--- config.mk ---
export PLATFORM = sky130hd
export DESIGN_NAME = efa_lut_loader
export DESIGN_NICKNAME = d
export VERILOG_FILES = /design/src/rtl/efa_pkg.sv /design/src/rtl/efa_lut_loader.sv
export SDC_FILE = /design/constraint.sdc
export NUM_CORES = 1
export LEC_CHECK = 0
export BUFFER_PORTS_ARGS = -buffer_cell sky130_fd_sc_hd__buf_4
export CAP_MARGIN = 20
export CORE_MARGIN = 2
export CORE_UTILIZATION = 36
export DETAILED_ROUTE_END_ITERATION = 7
export PLACE_DENSITY = 0.56
export SETUP_SLACK_MARGIN = 0.1
export SYNTH_ARGS = -nofsm -noshare
export SYNTH_HDL_FRONTEND = slang
export SYNTH_SLANG_ARGS = --single-unit
--- constraint.sdc ---
create_clock -name clk -period 6.2 [get_ports clk]
set_input_delay 0.31 -clock clk [delete_from_list [all_inputs] [get_ports clk]]
set_output_delay 0.31 -clock clk [all_outputs]
set_load 0.1 [all_outputs]
--- src/rtl/efa_pkg.sv ---
// Shared definitions for the EFA LUT write path: LUT select codes, loader states
// and the bit layout of the frame header and length words.
package efa_pkg;

  localparam int RAM_SEL_W = 6;

  localparam logic [RAM_SEL_W-1:0] RAM_SEL_SCAL = 6'd4;
  localparam logic [RAM_SEL_W-1:0] RAM_SEL_TEMP = 6'd5;

  localparam int HDR_SEL_MSB  = 15;
  localparam int HDR_SEL_LSB  = 10;
  localparam int HDR_ADDR_MSB = 7;
  localparam int HDR_ADDR_LSB = 0;
  localparam int LEN_MSB      = 7;
  localparam int LEN_LSB      = 0;

  typedef enum logic [1:0] {
    IDLE = 2'd0,
    LEN  = 2'd1,
    DATA = 2'd2,
    CSUM = 2'd3
  } loader_state_t;

  function automatic logic is_lut_sel(input logic [RAM_SEL_W-1:0] sel);
    return (sel == RAM_SEL_SCAL) || (sel == RAM_SEL_TEMP);
  endfunction

endpackage

--- src/rtl/efa_lut_loader.sv ---
// Turns a framed host word stream (HDR, LEN, N data words, XOR checksum) into
// single-cycle writes on the shared EFA LUT external-write bus.
module efa_lut_loader
  import efa_pkg::*;
#(
  parameter int SCAL_ADDR_LEN = 8,
  parameter int TEMP_ADDR_LEN = 8
) (
  input  logic                          clk,
  input  logic                          reset,
  input  logic                          s_valid,
  output logic                          s_ready,
  input  logic [SCAL_ADDR_LEN+TEMP_ADDR_LEN-1:0] s_data,
  input  logic                          stall,
  input  logic                          abort,
  output logic                          we,
  output logic [RAM_SEL_W-1:0]          ram_sel,
  output logic [(SCAL_ADDR_LEN+TEMP_ADDR_LEN)/2-1:0] ext_wr_addr,
  output logic [SCAL_ADDR_LEN+TEMP_ADDR_LEN-1:0] ext_din,
  output logic                          busy,
  output logic                          done,
  output logic                          csum_err,
  output logic                          sel_err,
  output logic [7:0]                    frame_cnt
);

  localparam int T_FIX_WID = SCAL_ADDR_LEN + TEMP_ADDR_LEN;
  localparam int AW        = T_FIX_WID / 2;

  loader_state_t        state_q, state_d;
  logic [AW-1:0]        cnt_q, cnt_d;
  logic [AW-1:0]        addr_q, addr_d;
  logic [T_FIX_WID-1:0] xor_q, xor_d;
  logic                 sel_ok_q, sel_ok_d;

  logic                 we_q, we_d;
  logic [RAM_SEL_W-1:0] ram_sel_q, ram_sel_d;
  logic [AW-1:0]        ext_wr_addr_q, ext_wr_addr_d;
  logic [T_FIX_WID-1:0] ext_din_q, ext_din_d;
  logic                 done_q, done_d;
  logic                 csum_err_q, csum_err_d;
  logic                 sel_err_q, sel_err_d;
  logic [7:0]           frame_cnt_q, frame_cnt_d;

  logic                 accept_s;
  logic [RAM_SEL_W-1:0] hdr_sel_s;

  assign s_ready   = ~stall & ~abort;
  assign accept_s  = s_valid & s_ready;
  assign hdr_sel_s = s_data[HDR_SEL_MSB:HDR_SEL_LSB];

  // Next-state for the frame FSM, datapath counters and output registers.
  always_comb begin
    state_d       = state_q;
    cnt_d         = cnt_q;
    addr_d        = addr_q;
    xor_d         = xor_q;
    sel_ok_d      = sel_ok_q;
    we_d          = 1'b0;
    ram_sel_d     = ram_sel_q;
    ext_wr_addr_d = ext_wr_addr_q;
    ext_din_d     = ext_din_q;
    done_d        = 1'b0;
    csum_err_d    = 1'b0;
    sel_err_d     = sel_err_q;
    frame_cnt_d   = frame_cnt_q;

    if (abort) begin
      state_d = IDLE;
    end else if (accept_s) begin
      case (state_q)
        IDLE: begin
          ram_sel_d = hdr_sel_s;
          addr_d    = s_data[HDR_ADDR_MSB:HDR_ADDR_LSB];
          sel_ok_d  = is_lut_sel(hdr_sel_s);
          sel_err_d = ~is_lut_sel(hdr_sel_s);
          xor_d     = '0;
          state_d   = LEN;
        end
        LEN: begin
          cnt_d   = s_data[LEN_MSB:LEN_LSB];
          state_d = DATA;
        end
        DATA: begin
          xor_d  = xor_q ^ s_data;
          addr_d = addr_q + 1'b1;
          // Bad-select frames are still consumed, but the bus is left untouched.
          if (sel_ok_q) begin
            we_d          = 1'b1;
            ext_din_d     = s_data;
            ext_wr_addr_d = addr_q;
          end else begin
            we_d          = 1'b0;
          end
          if (cnt_q == '0) begin
            state_d = CSUM;
          end else begin
            cnt_d   = cnt_q - 1'b1;
          end
        end
        CSUM: begin
          done_d      = 1'b1;
          csum_err_d  = (xor_q != s_data);
          frame_cnt_d = frame_cnt_q + 8'd1;
          state_d     = IDLE;
        end
        default: begin
          state_d = IDLE;
        end
      endcase
    end else begin
      state_d = state_q;
    end
  end

  // State and output registers.
  always_ff @(posedge clk or posedge reset) begin
    if (reset) begin
      state_q       <= IDLE;
      cnt_q         <= '0;
      addr_q        <= '0;
      xor_q         <= '0;
      sel_ok_q      <= 1'b0;
      we_q          <= 1'b0;
      ram_sel_q     <= '0;
      ext_wr_addr_q <= '0;
      ext_din_q     <= '0;
      done_q        <= 1'b0;
      csum_err_q    <= 1'b0;
      sel_err_q     <= 1'b0;
      frame_cnt_q   <= 8'd0;
    end else begin
      state_q       <= state_d;
      cnt_q         <= cnt_d;
      addr_q        <= addr_d;
      xor_q         <= xor_d;
      sel_ok_q      <= sel_ok_d;
      we_q          <= we_d;
      ram_sel_q     <= ram_sel_d;
      ext_wr_addr_q <= ext_wr_addr_d;
      ext_din_q     <= ext_din_d;
      done_q        <= done_d;
      csum_err_q    <= csum_err_d;
      sel_err_q     <= sel_err_d;
      frame_cnt_q   <= frame_cnt_d;
    end
  end

  assign we          = we_q;
  assign ram_sel     = ram_sel_q;
  assign ext_wr_addr = ext_wr_addr_q;
  assign ext_din     = ext_din_q;
  assign busy        = (state_q != IDLE);
  assign done        = done_q;
  assign csum_err    = csum_err_q;
  assign sel_err     = sel_err_q;
  assign frame_cnt   = frame_cnt_q;

endmodule

==> impl_metrics.json, run 1 <==
{
  "grt_pass1_wl_um": 14600,
  "num-nets-final": 448,
  "grt_start_max_net_pins": 78,
  "cts_resized": 0,
  "syn_area_um2": 3810,
  "antenna_found_initial": 0,
  "clockRootBuffer": "clkbuf_8",
  "vias_per_cell": 5.10,
  "synth-seq-area-share": 0.505,
  "synthToLayoutAreaGrowth_pct": 21.7,
  "synth_seq_cells": 77,
  "rows": 37,
  "placedCellCount": 543,
  "clock_skew_ps": 12.7,
  "grt_overflow": 0,
  "cp_max_fo": 43,
  "synth_edf_count": 0,
  "die_area_um2": 11400,
  "initial_utilization": 0.369,
  "die_h_um": 107,
  "clk-insertion-delay-late_ps": 360,
  "cts_tree": "done",
  "num_antenna_cells": 0,
  "postSynthCellCount": 356,
  "leakage_nw": 2.26,
  "grt_pass1_vias": 2833,
  "drive_above_1_share": 0.288,
  "hold_class": "in -> async",
  "cpPeakStageDelay_ps": 710,
  "netSwitchingPower_mw": 0.465,
  "pin_count": 65,
  "fin_setup_tns_ps": 0,
  "crit_family": "simple AND/OR/NAND/NOR gates",
  "worst_slew_pin_slew_ps": 805,
  "place_area_um2": 4400,
  "fmaxAchievable_ghz": 0.362,
  "dpl_worst_slack_ps": 3430,
  "critical_path_arrival_ps": 3040,
  "swShare": 0.340,
  "totalWireLength_um": 8650,
  "regArea_um2": 1930,
  "globalplace.congestion": 0.782,
  "crit_path_end_kind": "flop",
  "clkTransAtPathRegs_ps": 80,
  "max_slew_margin": 0.460,
  "setup_violations": 0,
  "async_reset_ff_frac": 1.00,
  "drv_slew": 0,
  "fillers": 979,
  "cp_common_cell": "o21ai_0",
  "cp_data_required_time_ps": 6480,
  "grt_usage": 0.164,
  "drt-initial-drc-count": 161,
  "cts.sink_count": 77,
  "fin_crit_ps": 2760,
  "path_class": "reg -> reg",
  "htreeDepth": 3,
  "ant_nets": 0,
  "drt-pass1-iter-count": 4,
  "p_seq_frac": 0.457,
  "post_drt_wl_per_cell_um": 15.4,
  "worstPathBufferInverterCount": 2,
  "finalCritPeriodShare": 0.446,
  "post-cts-setup-buffers": 0,
  "pwr-share-comb": 0.232,
  "synth_ff_type": "dfrtp_1",
  "drt_drc_violations_left": 0,
  "syn-num-nets": 385,
  "hold_viol": 0,
  "startpoint_type": "flop",
  "holdWs_ps": 20.8,
  "clock_path_buffers": 2,
  "io_buffers": 64,
  "cts_hold_buf": 0,
  "dp_hpwl_um": 5720,
  "ys_types": 48,
  "finalPower_mw": 1.37,
  "fin_area_um2": 4640,
  "ys.warnings.count": 0,
  "fin_util": 0.450,
  "drv_cap": 0,
  "multiInputGateArea_um2": 1750,
  "path_cells": "inv_1 -> ha_1 -> buf_4 -> nand4bb_1 -> nand2_1 -> o21ai_0 -> o21ai_0",
  "vias": 2858,
  "clockPowerShare": 0.311,
  "instances_no_fill": 560,
  "cts_inserted_buffers": 9,
  "rsz0062_at_grt": "false",
  "core_um2": 10300,
  "die_w_um": 107,
  "outcome": "complete, no violations",
  "power.internal_mw": 0.901,
  "worst_path_max_delay_cell": "nand4bb_1",
  "setup_ws_ps": 3440,
  "p_per_area_nw_per_um2": 294,
  "ir_drop_mv": 0.119,
  "avgSynthCellArea_um2": 10.7
}
layout make-up:
class | count | area share
well taps | 136 | 0.0367
repair buffers | 68 | 0.114
inverters | 12 | 0.00998
clock inverters | 3 | 0.0148
clock buffers | 13 | 0.0321
flip-flops and latches | 77 | 0.415
multi-input cells | 251 | 0.377
registers in the layout, indices dropped and copies added, names as in the netlist:
signal / count
state_q: 2
sel_ok_q: 1
ext_wr_addr: 8
we: 1
ram_sel: 6
cnt_q: 8
frame_cnt: 8
csum_err: 1
done: 1
addr_q: 8
xor_q: 16
sel_err: 1
ext_din: 16
synthesized netlist by cell type, types with 3 or more instances:
library cell | n | share of area
dfrtp_1 | 77 | 0.51
o21ai_0 | 46 | 0.060
nand2_1 | 35 | 0.034
nor2_1 | 22 | 0.022
mux2_4 | 19 | 0.075
xnor2_1 | 19 | 0.044
a21oi_1 | 18 | 0.024
nand3_1 | 12 | 0.016
inv_1 | 11 | 0.011
mux2_2 | 11 | 0.032
ha_1 | 8 | 0.026
buf_2 | 7 | 0.0092
a31oi_1 | 6 | 0.0098
nand4_1 | 6 | 0.0098
clkbuf_1 | 4 | 0.0039
nor3_1 | 4 | 0.0053
xor2_1 | 4 | 0.0092
a31o_2 | 3 | 0.0069
buf_6 | 3 | 0.0089
nand2b_1 | 3 | 0.0049
o22ai_1 | 3 | 0.0049
placed cells by master (no fill, tap or decap), types with 2 or more instances in the layout:
| master | instances |
|---|---|
| o21ai_1 | 2 |
| xnor2_1 | 19 |
| nand4_1 | 6 |
| a21oi_1 | 18 |
| mux2_4 | 19 |
| a31oi_1 | 6 |
| nand4bb_1 | 2 |
| mux2_2 | 11 |
| bufinv_16 | 2 |
| o22ai_1 | 3 |
| nor3_1 | 4 |
| mux2i_1 | 2 |
| dfrtp_1 | 77 |
| a31o_2 | 3 |
| xor2_1 | 4 |
| clkbuf_8 | 10 |
| o32ai_1 | 2 |
| nand2b_1 | 3 |
| a21o_1 | 2 |
| nand3_1 | 12 |
| o21ai_0 | 46 |
| ha_1 | 8 |
| nand2_1 | 35 |
| clkbuf_1 | 3 |
| and3_1 | 2 |
| and2_1 | 2 |
| inv_1 | 10 |
| buf_4 | 67 |
| nor2_1 | 22 |
final timing paths:
check                                  start            to  slack (ps)  cells after the start
worst max-delay path              state_q[0]     addr_q[0]        3440                      7
worst min-delay path                   reset            we          20                      3
worst max register to register    state_q[0]     addr_q[0]        3440                      7
worst min register to register  frame_cnt[7]  frame_cnt[7]         480                      1
max in group asynchronous              reset    ram_sel[1]        5600                      4
min in group clk                   s_data[8]    ext_din[8]         220                      2
worst reg2reg max path: stages (launching register included):
cell and delay, ps:
dfrtp_1 400, inv_1 110, ha_1 160, buf_4 350
nand4bb_1 710, nand2_1 650, o21ai_0 150, o21ai_0 160
power groups by stage:
stage               sequential [mW]  clock, mW  combinational (mW)
floorplan                     0.712          0               0.144
global placement              0.631          0               0.311
detailed placement            0.633          0               0.315
CTS                           0.624      0.436               0.316
global route                  0.636      0.463               0.346
finish                        0.625      0.425               0.316
routing by layer:
layer | vias to the layer above | routed length, µm | global-route usage
met5 | - | 0 | 0
met4 | 0 | 178 | 0.0686
met3 | 15 | 320 | 0.0286
li1 | 1375 | - | -
met2 | 62 | 4120 | 0.260
met1 | 1406 | 4030 | 0.223
kinds of logic (layout without fill, tap and decap cells):
group | after synthesis | in the layout | share of synthesized area
AND/OR/NAND/NOR | 99 | 99 | 0.135
adder cells (fa/ha/maj) | 8 | 8 | 0.0263
buffers and inverters | 28 | 96 | 0.0358
multiplexers | 32 | 32 | 0.113
XOR/XNOR | 23 | 23 | 0.0528
flip-flops | 77 | 77 | 0.505
AO/OA/AOI/OAI | 89 | 89 | 0.133
No activity file was read; power rests on OpenSTA's default activity.
==> run 2, diff against run 1 <==
--- a/config.mk
+++ b/config.mk
@@ -5,12 +5,13 @@
 export SDC_FILE = /design/constraint.sdc
 export NUM_CORES = 1
 export LEC_CHECK = 0
+export ABC_AREA = 1
 export BUFFER_PORTS_ARGS = -buffer_cell sky130_fd_sc_hd__buf_4
 export CAP_MARGIN = 20
 export CORE_MARGIN = 2
 export CORE_UTILIZATION = 36
 export DETAILED_ROUTE_END_ITERATION = 7
-export PLACE_DENSITY = 0.56
+export PLACE_DENSITY = 0.58
 export SETUP_SLACK_MARGIN = 0.1
 export SYNTH_ARGS = -nofsm -noshare
 export SYNTH_HDL_FRONTEND = slang
==> constraint.sdc (replaced) <==
create_clock -name clk -period 2.5 [get_ports clk]
set_input_delay 0.125 -clock clk [delete_from_list [all_inputs] [get_ports clk]]
set_output_delay 0.125 -clock clk [all_outputs]
set_load 0.1 [all_outputs]
==> impl_metrics.json, run 2 <==
{
  "antenna_found_initial": 0,
  "cp_max_fo": 44,
  "holdWs_ps": 29.5,
  "grt_overflow": 0,
  "clock_skew_ps": 9.31,
  "synth_seq_cells": 77,
  "synth_top_area_frac": 0.505,
  "avgSynthCellArea_um2": 8.78,
  "htreeDepth": 3,
  "clk-insertion-delay-late_ps": 350,
  "hold_class": "in -> reg",
  "fin_setup_tns_ps": 0,
  "clock_path_buffers": 2,
  "grt_start_max_net_pins": 64,
  "drt-pass1-iter-count": 4,
  "outcome": "complete, no violations",
  "num-nets-final": 534,
  "leakage_nw": 2.40,
  "post_drt_wl_per_cell_um": 13.2,
  "io_buffers": 64,
  "r2r_cells": 8,
  "async_reset_ff_frac": 1.00,
  "dp_hpwl_um": 6190,
  "syn_area_um2": 3820,
  "cts.sink_count": 77,
  "drive_above_1_share": 0.225,
  "cts_tree": "done",
  "synth_ff_type": "dfrtp_1",
  "die_h_um": 107,
  "ys.warnings.count": 0,
  "setup_violations": 0,
  "post-cts-setup-buffers": 0,
  "clkTransAtPathRegs_ps": 70,
  "die_area_um2": 11400,
  "fmaxAchievable_ghz": 0.568,
  "cts_inserted_buffers": 9,
  "ant_nets": 0,
  "pin_count": 65,
  "synth_top_cell_by_area": "dfrtp_1",
  "die_w_um": 107,
  "grt_usage": 0.159,
  "drv_slew": 0,
  "cp_data_required_time_ps": 2740,
  "synth-seq-area-share": 0.505,
  "synth.area.top_cells": "dfrtp_1 50%, nand2_1 14%, xnor2_1 4.8%, o21ai_0 4.6%, inv_1 4.1%",
  "final_cell_mix": "142 x nand2_1, 77 x dfrtp_1, 65 x buf_4",
  "cts_resized": 0,
  "clockRootBuffer": "clkbuf_8",
  "yosysMostFrequentCell": "nand2_1",
  "postSynthCellCount": 435,
  "ys_types": 32,
  "worst_slew_pin_slew_ps": 563,
  "vias": 3048,
  "fin_crit_ps": 1760,
  "drv_cap": 0,
  "max_slew_margin": 0.624,
  "grt_pass1_vias": 2833,
  "num_antenna_cells": 0,
  "vias_per_cell": 4.72,
  "ir_drop_mv": 0.315,
  "path_cells": "inv_1 -> ha_1 -> inv_2 -> nor2_4 -> nand2_4 -> inv_1 -> nand2_1 -> nand2_1",
  "rows": 37,
  "grt_pass1_wl_um": 14100,
  "path_class": "reg -> reg",
  "crit_path_end_kind": "flop",
  "rsz0062_at_grt": "false",
  "globalplace.congestion": 0.823,
  "synth_commonest_cells": "142 x nand2_1, 77 x dfrtp_1, 42 x inv_1, 35 x o21ai_0, 24 x nor2_1",
  "synth_edf_count": 0,
  "totalWireLength_um": 8520,
  "initial_utilization": 0.370,
  "drt_drc_violations_left": 0,
  "hold_depth": 3,
  "syn-num-nets": 464,
  "worst_path_max_delay_cell": "nand2_4",
  "drt-initial-drc-count": 149,
  "p_per_area_nw_per_um2": 744,
  "core_um2": 10300,
  "final_common_cell": "nand2_1",
  "synthToLayoutAreaGrowth_pct": 21.1,
  "finalCritPeriodShare": 0.705,
  "critical_path_arrival_ps": 2000,
  "cpPeakStageDelay_ps": 390,
  "startpoint_type": "flop",
  "hold_viol": 0
}
[run 2: cell count changes after synthesis, moves of 11 or more]
cell,before,now
mux2_2,11,0
o21ai_2,0,14
o21ai_0,46,35
inv_1,11,42
a21oi_1,18,4
nand2_1,35,142
mux2_4,19,0
[run 2: path summary, 6_finish.rpt]
path	startpoint	endpoint	slack (ps)
min in group asynchronous	reset	ext_din[8]	290
max reg2reg	state_q[0]	ext_din[3]	740
max in group asynchronous	reset	addr_q[1]	1560
max	state_q[0]	ext_din[3]	740
min reg2reg	frame_cnt[7]	frame_cnt[7]	480
min	s_data[1]	ext_din[1]	30
[run 2: critical path, delay by kind of cell, from the launching register on]
kind	cells	cell delay [ps]
buf+inv	3	440
flops	1	380
fa+ha+maj	1	220
simple gates	4	620
[run 2: metal layers]
metal	share of wire	GRT usage	wire, µm
met1	0.47	0.217	3980
met2	0.48	0.250	4090
met3	0.034	0.0255	289
met4	0.020	0.0696	167
met5	0	0	0
[run 2: repair_timing]
item / in CTS / in global routing
hold endpoints to repair: 17 / 0
hold buffers: 4 / 0
setup endpoints to repair: 0 / 0
[run 2: layout make-up]
class	count	area, µm²
multi-input cells	303	1630
clock inverters	3	20.0
clock buffers	13	159
flip-flops and latches	77	1930
fillers	1019	5700
inverters	44	170
well taps	136	170
repair buffers	70	548
[run 2: metrics by stage]
stage               power, mW   util  instance area, µm²  instances  worst slack, ps
global route             3.65  0.448                4620        646              545
global placement         2.57  0.427                4410        626              787
CTS                      3.48  0.448                4620        646              715
floorplan                2.34      -                3820        435              408
detailed placement       2.59  0.427                4410        626              710
finish                   3.44  0.448                4620        646              739
[run 2: logic make-up (layout without fill, tap and decap cells)]
family / after synthesis / in the layout / synth area share
AO/OA/AOI/OAI: 66 / 66 / 0.107
XOR/XNOR: 25 / 25 / 0.0573
adder cells (fa/ha/maj): 8 / 8 / 0.0262
buffers and inverters: 55 / 130 / 0.0685
flip-flops: 77 / 77 / 0.505
AND/OR/NAND/NOR: 204 / 204 / 0.236
[run 2: power breakdown]
part | switching [mW] | internal [mW]
clock network | 0.456 | 0.414
logic | 0.725 | 0.305
registers | 0.149 | 1.39
==> run 3, diff against run 2 <==
--- a/config.mk
+++ b/config.mk
@@ -5,7 +5,7 @@
 export SDC_FILE = /design/constraint.sdc
 export NUM_CORES = 1
 export LEC_CHECK = 0
-export ABC_AREA = 1
+export ABC_AREA = 0
 export BUFFER_PORTS_ARGS = -buffer_cell sky130_fd_sc_hd__buf_4
 export CAP_MARGIN = 20
 export CORE_MARGIN = 2
==> constraint.sdc (replaced) <==
create_clock -name clk -period 1.5 [get_ports clk]
set_input_delay 0.075 -clock clk [delete_from_list [all_inputs] [get_ports clk]]
set_output_delay 0.075 -clock clk [all_outputs]
set_load 0.1 [all_outputs]
==> impl_metrics.json, run 3 (synthesis gave the netlist of run 1 again) <==
{
  "final_common_cell": "buf_4",
  "finalPower_mw": 6.26,
  "die_w_um": 107,
  "cts_inserted_buffers": 9,
  "cpPeakStageDelay_ps": 390,
  "rows": 37,
  "crit_path_end_kind": "flop",
  "htreeDepth": 3,
  "globalplace.congestion": 0.820,
  "drive_above_1_share": 0.479,
  "drv_cap": 0,
  "clkTransAtPathRegs_ps": 80,
  "fin_util": 0.552,
  "cp_max_fo": 7,
  "max_slew_margin": 0.719,
  "fmaxAchievable_ghz": 0.653,
  "vias_per_cell": 5.08,
  "vias": 3111,
  "drv_slew": 0,
  "crit_family": "flip-flops",
  "cts.sink_count": 77,
  "final_cell_mix": "82 x buf_4, 69 x dfrtp_1, 33 x nand2_1",
  "hold_class": "in -> reg",
  "grt_pass1_wl_um": 15200,
  "die_h_um": 107,
  "setup_ws_ps": -32.2,
  "totalWireLength_um": 10100,
  "hold_depth": 3,
  "p_per_area_nw_per_um2": 1100,
  "clock_path_buffers": 2,
  "path_depth": 6,
  "grtUsageMet1": 0.246,
  "cts_tree": "done",
  "grt_usage": 0.170,
  "setup_violations": 27,
  "clock_skew_ps": 9.20,
  "die_area_um2": 11400,
  "path_class": "reg -> reg",
  "dp_hpwl_um": 6240,
  "worstPathBufferInverterCount": 2,
  "cp_data_required_time_ps": 1740,
  "clockRootBuffer": "clkbuf_8",
  "drt-pass1-iter-count": 4,
  "core_um2": 10300,
  "drt_drc_violations_left": 0,
  "r2r_cells": 6,
  "leakage_nw": 2.67,
  "io_buffers": 64,
  "fillers": 884,
  "fin_area_um2": 5700,
  "antenna_found_initial": 0,
  "use_met3": 0.0365,
  "hold_viol": 0,
  "num-nets-final": 500,
  "worst_slew_pin_slew_ps": 421,
  "post_drt_wl_per_cell_um": 16.4,
  "startpoint_type": "flop",
  "fin_setup_tns_ps": -512,
  "gr-usage-met2": 0.251,
  "place_area_um2": 4740,
  "finalCritPeriodShare": 1.02,
  "grt_start_max_net_pins": 78,
  "rsz0062_at_grt": "true",
  "ant_nets": 0,
  "violations": "negative setup slack",
  "clk-insertion-delay-late_ps": 340,
  "initial_utilization": 0.369,
  "placedCellCount": 570,
  "drt-initial-drc-count": 195,
  "num_antenna_cells": 0,
  "ir_drop_mv": 0.505,
  "path_cells": "inv_2 -> ha_4 -> and2_4 -> nand2_8 -> clkbuf_16 -> mux2_4",
  "fin_crit_ps": 1530,
  "grt_pass1_vias": 3010,
  "busiest_layer": "met2",
  "outcome": "finished with violations",
  "instances_no_fill": 612,
  "synthToLayoutAreaGrowth_pct": 49.5,
  "critical_path_arrival_ps": 1770,
  "pin_count": 65,
  "grt_overflow": 0,
  "worst_path_max_delay_cell": "dfrtp_1"
}
run 3: cell count changes in the layout (fill, tap and decap cells not counted), moves of 13 or more:
cell	previous run	this run
mux2_4	0	25
nand2_1	142	33
o21ai_0	35	9
buf_6	0	13
buf_4	65	82
o21ai_1	8	26
inv_1	41	4
run 3: worst reg2reg max path, delay by kind of cell, from the launching register on:
kind	cells	cell delay [ps]
buffers and inverters	2	290
DFF	1	390
and+or+nand+nor	2	280
muxes	1	290
adders and majority gates	1	180
run 3: final cells by class:
type	count	area (µm²)	share of cell area
Timing Repair Buffer	119	1180	0.207
Tap cell	136	170	0.0299
Multi-Input combinational cell	252	2100	0.369
Clock inverter	3	65.1	0.0114
Clock buffer	13	179	0.0314
Sequential cell	77	1940	0.341
Inverter	12	56.3	0.00988
run 3: repair_timing:
action / in CTS / in global routing
cloned: 2 / 8
setup endpoints to repair: 66 / 71
pin swaps: 8 / 18
buffers inserted: 4 / 4
endpoints found under the hold margin: 86 / 0
hold buffers: 8 / 0
resized for setup: 40 / 72
run 3: through the flow:
step	hold slack (ps)	setup slack, ps
2_1_floorplan	202	-119
3_3_place_gp	229	-2.00
3_5_place_dp	230	-54.0
4_1_cts	2.83	19.6
5_1_grt	16.2	-89.7
6_report	18.1	-32.2
run 3: path summary, 6_finish.rpt:
kind / startpoint / endpoint / slack (ps)
min in group asynchronous: reset / we / 400
max reg2reg: state_q[0] / ext_din[14] / -30
min: s_data[13] / xor_q[13] / 20
min reg2reg: frame_cnt[7] / frame_cnt[7] / 470
max in group asynchronous: reset / frame_cnt[0] / 750
max: state_q[0] / ext_din[14] / -30
run 3: metal layers:
layer / vias to the layer above / wire length, µm
met1: 1503 / 4720
met5: - / 0
met2: 90 / 4690
li1: 1499 / -
met4: 0 / 215
met3: 19 / 436
run 3: power by group:
part / leakage (nW) / switching [mW] / total [mW] / internal, mW
registers: 1.00 / 0.299 / 2.63 / 2.33
clock network: 0.126 / 0.749 / 1.87 / 1.12
logic: 1.54 / 1.06 / 1.77 / 0.711
